File: src/rtl/jtag_dtm_tap_if.sv
// rtl/jtag_dtm_tap_if.sv - DMI request/response handshake between the DTM and the debug module
interface jtag_dtm_tap_if #(
    parameter int ABITS = 7
) ();
    logic             req_valid;
    logic             req_ready;
    logic [ABITS-1:0] req_addr;
    logic [31:0]      req_data;
    logic [1:0]       req_op;
    logic             resp_valid;
    logic [31:0]      resp_data;
    logic [1:0]       resp_op;

    modport master (
        output req_valid, req_addr, req_data, req_op,
        input  req_ready, resp_valid, resp_data, resp_op
    );

    modport slave (
        input  req_valid, req_addr, req_data, req_op,
        output req_ready, resp_valid, resp_data, resp_op
    );
endinterface

File: src/rtl/jtag_dtm_tap.sv
// rtl/jtag_dtm_tap.sv - IEEE 1149.1 TAP with RISC-V 0.13 debug transport module (IDCODE/DTMCS/DMI/BYPASS)
module jtag_dtm_tap #(
    parameter logic [31:0] IDCODE = 32'h1000_1CFF,
    parameter int          ABITS  = 7
) (
    input  logic           tck_i,
    input  logic           trst_i,
    input  logic           tms_i,
    input  logic           tdi_i,
    output logic           tdo_o,
    output logic           tdo_en_o,
    jtag_dtm_tap_if.master dmi
);
    localparam int DW = ABITS + 34;

    typedef enum logic [3:0] {
        TLR, RTI, SEL_DR, CAP_DR, SH_DR, EX1_DR, PA_DR, EX2_DR, UPD_DR,
        SEL_IR, CAP_IR, SH_IR, EX1_IR, PA_IR, EX2_IR, UPD_IR
    } tap_state_e;

    typedef enum logic [1:0] {DR_BYPASS, DR_IDCODE, DR_DTMCS, DR_DMI} dr_sel_e;

    tap_state_e       state_q;
    logic [4:0]       ir_q, ir_sh_q;
    logic [DW-1:0]    dr_q, dr_capture, dr_shifted;
    dr_sel_e          dr_sel;
    logic             tdo_q, tdo_en_q;

    logic             busy_q, busy_d;
    logic [1:0]       sticky_q, sticky_d;
    logic [31:0]      resp_data_q, resp_data_d;
    logic [ABITS-1:0] last_addr_q, last_addr_d;
    logic             req_valid_q, req_valid_d;
    logic [ABITS-1:0] req_addr_q, req_addr_d;
    logic [31:0]      req_data_q, req_data_d;
    logic [1:0]       req_op_q, req_op_d;

    always_ff @(posedge tck_i or posedge trst_i) begin
        if (trst_i) begin
            state_q <= TLR;
        end else begin
            case (state_q)
                TLR:     state_q <= tms_i ? TLR    : RTI;
                RTI:     state_q <= tms_i ? SEL_DR : RTI;
                SEL_DR:  state_q <= tms_i ? SEL_IR : CAP_DR;
                CAP_DR:  state_q <= tms_i ? EX1_DR : SH_DR;
                SH_DR:   state_q <= tms_i ? EX1_DR : SH_DR;
                EX1_DR:  state_q <= tms_i ? UPD_DR : PA_DR;
                PA_DR:   state_q <= tms_i ? EX2_DR : PA_DR;
                EX2_DR:  state_q <= tms_i ? UPD_DR : SH_DR;
                UPD_DR:  state_q <= tms_i ? SEL_DR : RTI;
                SEL_IR:  state_q <= tms_i ? TLR    : CAP_IR;
                CAP_IR:  state_q <= tms_i ? EX1_IR : SH_IR;
                SH_IR:   state_q <= tms_i ? EX1_IR : SH_IR;
                EX1_IR:  state_q <= tms_i ? UPD_IR : PA_IR;
                PA_IR:   state_q <= tms_i ? EX2_IR : PA_IR;
                EX2_IR:  state_q <= tms_i ? UPD_IR : SH_IR;
                default: state_q <= tms_i ? SEL_DR : RTI;
            endcase
        end
    end

    always_ff @(posedge tck_i or posedge trst_i) begin
        if (trst_i) begin
            ir_q    <= 5'h01;
            ir_sh_q <= 5'h00;
        end else begin
            case (state_q)
                TLR:     ir_q    <= 5'h01;
                CAP_IR:  ir_sh_q <= 5'b00001;
                SH_IR:   ir_sh_q <= {tdi_i, ir_sh_q[4:1]};
                UPD_IR:  ir_q    <= ir_sh_q;
                default: ;
            endcase
        end
    end

    always_comb begin
        case (ir_q)
            5'h01:   dr_sel = DR_IDCODE;
            5'h10:   dr_sel = DR_DTMCS;
            5'h11:   dr_sel = DR_DMI;
            default: dr_sel = DR_BYPASS;
        endcase
    end

    // Each DR shifts right with TDI entering at its own MSB; bits above the selected length stay zero.
    always_comb begin
        dr_capture = '0;
        dr_shifted = '0;
        case (dr_sel)
            DR_IDCODE: begin
                dr_capture[31:0] = IDCODE;
                dr_shifted[31:0] = {tdi_i, dr_q[31:1]};
            end
            DR_DTMCS: begin
                dr_capture[31:0] = {14'b0, 1'b0, 1'b0, 1'b0, 3'd1, sticky_q, 6'(ABITS), 4'd1};
                dr_shifted[31:0] = {tdi_i, dr_q[31:1]};
            end
            DR_DMI: begin
                dr_capture = {last_addr_q, resp_data_q, (busy_q ? 2'd3 : sticky_q)};
                dr_shifted = {tdi_i, dr_q[DW-1:1]};
            end
            default: begin
                dr_shifted[0] = tdi_i;
            end
        endcase
    end

    always_ff @(posedge tck_i or posedge trst_i) begin
        if (trst_i) begin
            dr_q <= '0;
        end else if (state_q == CAP_DR) begin
            dr_q <= dr_capture;
        end else if (state_q == SH_DR) begin
            dr_q <= dr_shifted;
        end
    end

    // Response is retired before the scan update so an update on the same edge sees busy cleared.
    always_comb begin
        busy_d      = busy_q;
        sticky_d    = sticky_q;
        resp_data_d = resp_data_q;
        last_addr_d = last_addr_q;
        req_valid_d = req_valid_q;
        req_addr_d  = req_addr_q;
        req_data_d  = req_data_q;
        req_op_d    = req_op_q;

        if (req_valid_q && dmi.req_ready) begin
            req_valid_d = 1'b0;
        end
        if (dmi.resp_valid && busy_q) begin
            busy_d = 1'b0;
            if (req_op_q == 2'd1) begin
                resp_data_d = dmi.resp_data;
            end
            if (dmi.resp_op != 2'd0 && sticky_d == 2'd0) begin
                sticky_d = 2'd2;
            end
        end

        if (state_q == UPD_DR && dr_sel == DR_DMI) begin
            if (busy_d) begin
                if (sticky_d == 2'd0) begin
                    sticky_d = 2'd3;
                end
            end else if (sticky_d == 2'd0 && (dr_q[1:0] == 2'd1 || dr_q[1:0] == 2'd2)) begin
                req_addr_d  = dr_q[DW-1:34];
                req_data_d  = dr_q[33:2];
                req_op_d    = dr_q[1:0];
                last_addr_d = dr_q[DW-1:34];
                busy_d      = 1'b1;
                req_valid_d = 1'b1;
            end
        end

        if (state_q == UPD_DR && dr_sel == DR_DTMCS) begin
            if (dr_q[17]) begin
                sticky_d    = 2'd0;
                busy_d      = 1'b0;
                req_valid_d = 1'b0;
            end else if (dr_q[16]) begin
                sticky_d = 2'd0;
            end
        end
    end

    always_ff @(posedge tck_i or posedge trst_i) begin
        if (trst_i) begin
            busy_q      <= 1'b0;
            sticky_q    <= 2'd0;
            resp_data_q <= '0;
            last_addr_q <= '0;
            req_valid_q <= 1'b0;
            req_addr_q  <= '0;
            req_data_q  <= '0;
            req_op_q    <= 2'd0;
        end else begin
            busy_q      <= busy_d;
            sticky_q    <= sticky_d;
            resp_data_q <= resp_data_d;
            last_addr_q <= last_addr_d;
            req_valid_q <= req_valid_d;
            req_addr_q  <= req_addr_d;
            req_data_q  <= req_data_d;
            req_op_q    <= req_op_d;
        end
    end

    always_ff @(negedge tck_i or posedge trst_i) begin
        if (trst_i) begin
            tdo_q    <= 1'b0;
            tdo_en_q <= 1'b0;
        end else if (state_q == SH_IR) begin
            tdo_q    <= ir_sh_q[0];
            tdo_en_q <= 1'b1;
        end else if (state_q == SH_DR) begin
            tdo_q    <= dr_q[0];
            tdo_en_q <= 1'b1;
        end else begin
            tdo_q    <= 1'b0;
            tdo_en_q <= 1'b0;
        end
    end

    assign tdo_o         = tdo_q;
    assign tdo_en_o      = tdo_en_q;
    assign dmi.req_valid = req_valid_q;
    assign dmi.req_addr  = req_addr_q;
    assign dmi.req_data  = req_data_q;
    assign dmi.req_op    = req_op_q;
endmodule
File: src/flat_wrapper.sv
// flat-port wrapper written by rule: the top's interface ports become plain ports
module jtag_dtm_tap_flat 
#(
    parameter logic [31:0] IDCODE = 32'h1000_1CFF,
    parameter int          ABITS  = 7
)
  (tck_i, trst_i, tms_i, tdi_i, tdo_o, tdo_en_o, dmi_req_valid, dmi_req_addr, dmi_req_data, dmi_req_op, dmi_req_ready, dmi_resp_valid, dmi_resp_data, dmi_resp_op);
  jtag_dtm_tap_if #(.ABITS(ABITS)) dmi_i ();
  input  logic tck_i;
  input  logic trst_i;
  input  logic tms_i;
  input  logic tdi_i;
  output logic tdo_o;
  output logic tdo_en_o;
  output wire logic [$bits(dmi_i.req_valid)-1:0] dmi_req_valid;
  output wire logic [$bits(dmi_i.req_addr)-1:0] dmi_req_addr;
  output wire logic [$bits(dmi_i.req_data)-1:0] dmi_req_data;
  output wire logic [$bits(dmi_i.req_op)-1:0] dmi_req_op;
  input wire logic [$bits(dmi_i.req_ready)-1:0] dmi_req_ready;
  input wire logic [$bits(dmi_i.resp_valid)-1:0] dmi_resp_valid;
  input wire logic [$bits(dmi_i.resp_data)-1:0] dmi_resp_data;
  input wire logic [$bits(dmi_i.resp_op)-1:0] dmi_resp_op;
  assign dmi_req_valid = dmi_i.req_valid;
  assign dmi_req_addr = dmi_i.req_addr;
  assign dmi_req_data = dmi_i.req_data;
  assign dmi_req_op = dmi_i.req_op;
  assign dmi_i.req_ready = dmi_req_ready;
  assign dmi_i.resp_valid = dmi_resp_valid;
  assign dmi_i.resp_data = dmi_resp_data;
  assign dmi_i.resp_op = dmi_resp_op;
  jtag_dtm_tap #(.IDCODE(IDCODE), .ABITS(ABITS)) u_core (.tck_i(tck_i), .trst_i(trst_i), .tms_i(tms_i), .tdi_i(tdi_i), .tdo_o(tdo_o), .tdo_en_o(tdo_en_o), .dmi(dmi_i));
endmodule
File: config.mk
export PLATFORM = sky130hd
export DESIGN_NAME = jtag_dtm_tap_flat
export DESIGN_NICKNAME = d
export VERILOG_FILES = /design/src/rtl/jtag_dtm_tap_if.sv /design/src/rtl/jtag_dtm_tap.sv /design/src/flat_wrapper.sv
export SDC_FILE = /design/constraint.sdc
export NUM_CORES = 1
export LEC_CHECK = 0
export CAP_MARGIN = 5
export CORE_ASPECT_RATIO = 0.5
export CORE_MARGIN = 4
export CORE_UTILIZATION = 58
export DETAILED_ROUTE_END_ITERATION = 10
export HOLD_SLACK_MARGIN = 0.05
export PLACE_DENSITY_LB_ADDON = 0.05
export SYNTH_ARGS = -nofsm -noshare
export SYNTH_HDL_FRONTEND = slang
export SYNTH_SLANG_ARGS = --single-unit
File: constraint.sdc
create_clock -name tck_i -period 12.3 [get_ports tck_i]
set_clock_uncertainty 0.2 [all_clocks]
set_input_delay 2.46 -clock tck_i [delete_from_list [all_inputs] [get_ports tck_i]]
set_output_delay 2.46 -clock tck_i [all_outputs]
set_load 0.01 [all_outputs]
# [Yosys cells after proc, flatten, opt, wreduce, memory -nomap -nowiden]
# Index checks and enable logic that the tools add are counted.
[classes] eq_ne=23 bitwise=1 muxes=48 reduce_logical=20
[op_table] operator="32-bit case mux with 3 select lines" count=1
[op_table] operator="41-bit 2-to-1 mux" count=2
[op_table] operator="31-bit case mux with 2 select lines" count=1
[op_table] operator="4-bit case mux with 11 select lines" count=1
[op_table] operator="4-bit equality test, second input constant" count=8
[op_table] operator="2-bit 2-to-1 mux" count=12
[op_table] operator="1-bit 2-to-1 mux" count=20
[op_table] operator="5-bit case mux with 2 select lines" count=2
[op_table] operator="9-bit 2-to-1 mux" count=2
[op_table] operator="4-bit by 3-bit equality test with 1-bit output, second input constant" count=4
[op_table] operator="4-bit 2-to-1 mux" count=4
[op_table] operator="5-bit equality test, second input constant" count=2
[op_table] operator="4-bit by 2-bit equality test with 1-bit output, second input constant" count=2
[op_table] operator="2-bit nonzero test" count=4
[op_table] operator="2-bit by 1-bit equality test with 1-bit output, second input constant" count=3
[op_table] operator="2-bit equality test, second input constant" count=3
[op_table] operator="1-bit logical AND" count=6
[op_table] operator="3-bit 2-to-1 mux" count=2
[op_table] operator="2-bit case mux with 3 select lines" count=1
[op_table] operator="2-bit OR reduction" count=3
[op_table] operator="5-bit by 1-bit equality test with 1-bit output, second input constant" count=1
[op_table] operator="2-bit logical NOT" count=2
[op_table] operator="4-bit logical NOT" count=1
[op_table] operator="3-bit AND reduction" count=1
[op_table] operator="4 further kinds" count=4
[totals] ff_bits=134 wordCells=105 out_inout_bits=44

# [Longest topological paths before layout]
[depth] depth_word=11 depth_mapped=10

==> impl_metrics.env <==
export IMPL_status="finished, final reports clean"
export IMPL_peakVddDrop_uv=163
export IMPL_synth_edf_count=0
export IMPL_cpLargestDelayFamily="buffers and inverters"
export IMPL_htreeDepth=4
export IMPL_fillers=670
export IMPL_postSynthNetCount=533
export IMPL_ctsHoldBuffers=0
export IMPL_synth_seq_cells=134
export IMPL_viasPerCell=5.99
export IMPL_synth_avg_cell_area_sq_um=11.9
export IMPL_antenna_found_initial=0
export IMPL_netlist_area_sq_mm=0.00586
export IMPL_die_y_um=79.1
export IMPL_io_pins=84
export IMPL_cts_buffer_depth=2
export IMPL_cts_sinks=134
export IMPL_drc=0
export IMPL_crit_start="u_core.tdo_o$_DFF_NP0_"
export IMPL_yosys_area_top_type="dfrtp_1"
export IMPL_first_global_vias=4328
export IMPL_finalHoldViolCount=0
export IMPL_drt_wl_total_um=13500
export IMPL_cts_setup_buffers=0
export IMPL_ys_warn_count=0
export IMPL_p_leak_nw=3.35
export IMPL_num_rows=25
export IMPL_slowest_delay_ns=0.53
export IMPL_r2r_slack_ns=4.43
export IMPL_routedWlPerCell_um=18.9
export IMPL_cts_buffers=17
export IMPL_drv_cap=0
export IMPL_tns_ns=0
export IMPL_insertedDiodeCount=0
export IMPL_areaGrowthSynthToFinish_pct=24.5
export IMPL_root_buffer="clkbuf_16"
export IMPL_slowest_stage="clkdlybuf4s50_1"
export IMPL_cp_data_required_time_ns=9.64
export IMPL_fin_util=0.758
export IMPL_critPathBufInv=1
export IMPL_core_sq_mm=0.00963
export IMPL_ys_seq_area_frac=0.572
export IMPL_synth_top_area_share=0.559
export IMPL_cts_repair_resized=0
export IMPL_yosys_top_cells_area="dfrtp_1 56%, mux2_2 14%, nor2_1 3.8%"
export IMPL_grt_pass1_wl_um=22400
export IMPL_slew_limit_headroom=0.284
export IMPL_clkLatencyLatePin_ns=0.41
export IMPL_nets=606
export IMPL_grt_overflow_total=0
export IMPL_multiInputGateArea_sq_mm=0.00229
export IMPL_syn_inst=491
export IMPL_setup_viol_count_final=0
export IMPL_place_gp_congestion=0.818
export IMPL_grt_max_degree=51
export IMPL_drive_gt1_frac=0.201
export IMPL_seq_area_sq_mm=0.00335
export IMPL_worstMarginPinSlew_ns=1.07
export IMPL_synth_main_ff_cell="dfrtp_1"
export IMPL_cts_reportedPaths_clkPinSlew_ns=0.06
export IMPL_drt_iter0_drc=354
export IMPL_cellPowerDensity_mw_per_mm2=223
export IMPL_initial_core_util=0.609
export IMPL_cp_end_kind="output port"
export IMPL_ant_nets=0
export IMPL_cts_tree="done"
export IMPL_io_buffers=83
export IMPL_rsz0062_at_grt="false"
export IMPL_die_x_um=150
export IMPL_hpwl_um=8610
export IMPL_dieArea_sq_mm=0.0119
export IMPL_critical_path_class="reg -> out"
export IMPL_r2r_start="u_core.state_q[2]$_DFF_PP0_"
export IMPL_synth_cell_types=53
export IMPL_num_vias=4267
export IMPL_dr_pass1_iters=5
export IMPL_critPathArrivalTime_ns=7.46
export IMPL_cp_max_fo=1
export IMPL_async_flop_share=1.00
export IMPL_path_cells="clkdlybuf4s50_1"
export IMPL_final_max_slew_viol_count=0
export IMPL_start_kind="flop"
export IMPL_grtUsageTotal=0.245
export IMPL_hold_path_class="reg -> reg"
export IMPL_holdCritStartpoint="u_core.dmi.req_data[24]$_DFFE_PP0P_"
## through the flow
step	total power [mW]	cell area, sq um	std cells	setup WS (ns)	hold slack (ns)
floorplan	0.993	5860	491	0.0575	0.261
global placement	1.14	6750	680	2.59	0.284
detailed placement	1.15	6750	680	2.60	0.284
CTS	1.63	7300	712	2.16	0.302
global route	1.72	7300	712	2.13	0.318
finish	1.63	7300	712	2.18	0.295
## worst paths after layout
kind | to | depth (start not counted)
setup / recovery | tdo_o | 1
hold / removal | u_core.dmi.req_data[24]$_DFFE_PP0P_ | 1
setup reg to reg | u_core.tdo_o$_DFF_NP0_ | 3
hold reg to reg | u_core.dmi.req_data[24]$_DFFE_PP0P_ | 1
max in group asynchronous | u_core.tdo_en_o$_DFF_NP0_ | 2
min in group asynchronous | u_core.resp_data_q[13]$_DFFE_PP0P_ | 2
## layer usage
layer  vias to the layer above  global-route usage  routed length (um)
li1                       1935                   -                   -
met1                      2153               0.354                6200
met2                       163               0.378                6250
met3                        16              0.0490                 850
met4                         0              0.0785                 182
met5                         -                   0                   0
## cells by family (layout without fill, tap and decap cells)
family	count (synthesis)	in the layout	synth area share
fa+ha+maj	2	2	0.00427
buf+inv	50	136	0.0376
xor+xnor	1	1	0.00149
mux	82	82	0.156
flops	134	134	0.572
compound gates	104	104	0.131
simple gates	118	118	0.0980
## worst reg2reg max path: cells and delay by family, from the launching register on
family / cells / cell delay [ns]
buffers and inverters: 1 / 0.19
and+or+nand+nor: 1 / 0.31
AOI/OAI and AO/OA: 1 / 0.30
DFF: 1 / 0.54
## final cells by class
class | instances | share of cell area
sequential | 134 | 0.460
multi-input combinational | 307 | 0.314
inverter | 15 | 0.00806
clock inverter | 8 | 0.0105
clock buffer | 24 | 0.0646
timing repair buffer | 89 | 0.120
tap | 135 | 0.0231
## sequential cells by signal, indices dropped and copies added, names as in the netlist
signal	flops
u_core.busy_q	1
u_core.dmi.req_data	32
u_core.dmi.req_op	2
u_core.dmi.req_valid	1
u_core.dr_q	41
u_core.ir_q	5
u_core.ir_sh_q	5
u_core.last_addr_q	7
u_core.resp_data_q	32
u_core.state_q	4
u_core.sticky_q	2
u_core.tdo_en_o	1
u_core.tdo_o	1
## cell usage in the layout, fill, tap and decap left out, drive strengths merged, types with 2 or more instances in the layout
cell type / n
a221o: 10
o31ai: 9
o21ai: 11
nand2b: 3
clkdlybuf4s50: 83
nand2: 21
a211oi: 2
dfrtp: 131
a221oi: 21
a22oi: 2
o21a: 6
dfrtn: 2
and3: 5
o211ai: 2
clkinvlp: 3
a21o: 2
a31oi: 4
o22ai: 5
o211a: 2
nor4b: 2
buf: 6
inv: 15
clkbuf: 24
nor2b: 5
nor2: 61
ha: 2
a21oi: 23
mux2: 73
nand3: 9
mux2i: 9
nor3: 2
clkinv: 4
## cell usage after synthesis, drive strengths merged, types with 3 or more instances
library cell	instances
a31oi	4
o21ai	11
o31ai	9
a221oi	21
nand2b	3
nor2b	5
o22ai	5
nand3	9
buf	14
mux2	73
a221o	10
inv	15
o21a	6
dfrtp	131
mux2i	9
clkbuf	21
and3	5
a21oi	23
nor2	61
nand2	21
## where the power goes
part	leakage, nW	switching [mW]	internal (mW)
Combinational	1.32	0.270	0.226
Clock	0.260	0.182	0.288
Sequential	1.78	0.116	0.549
Total	3.35	0.568	1.06
Power figures use the tool's default switching activity.
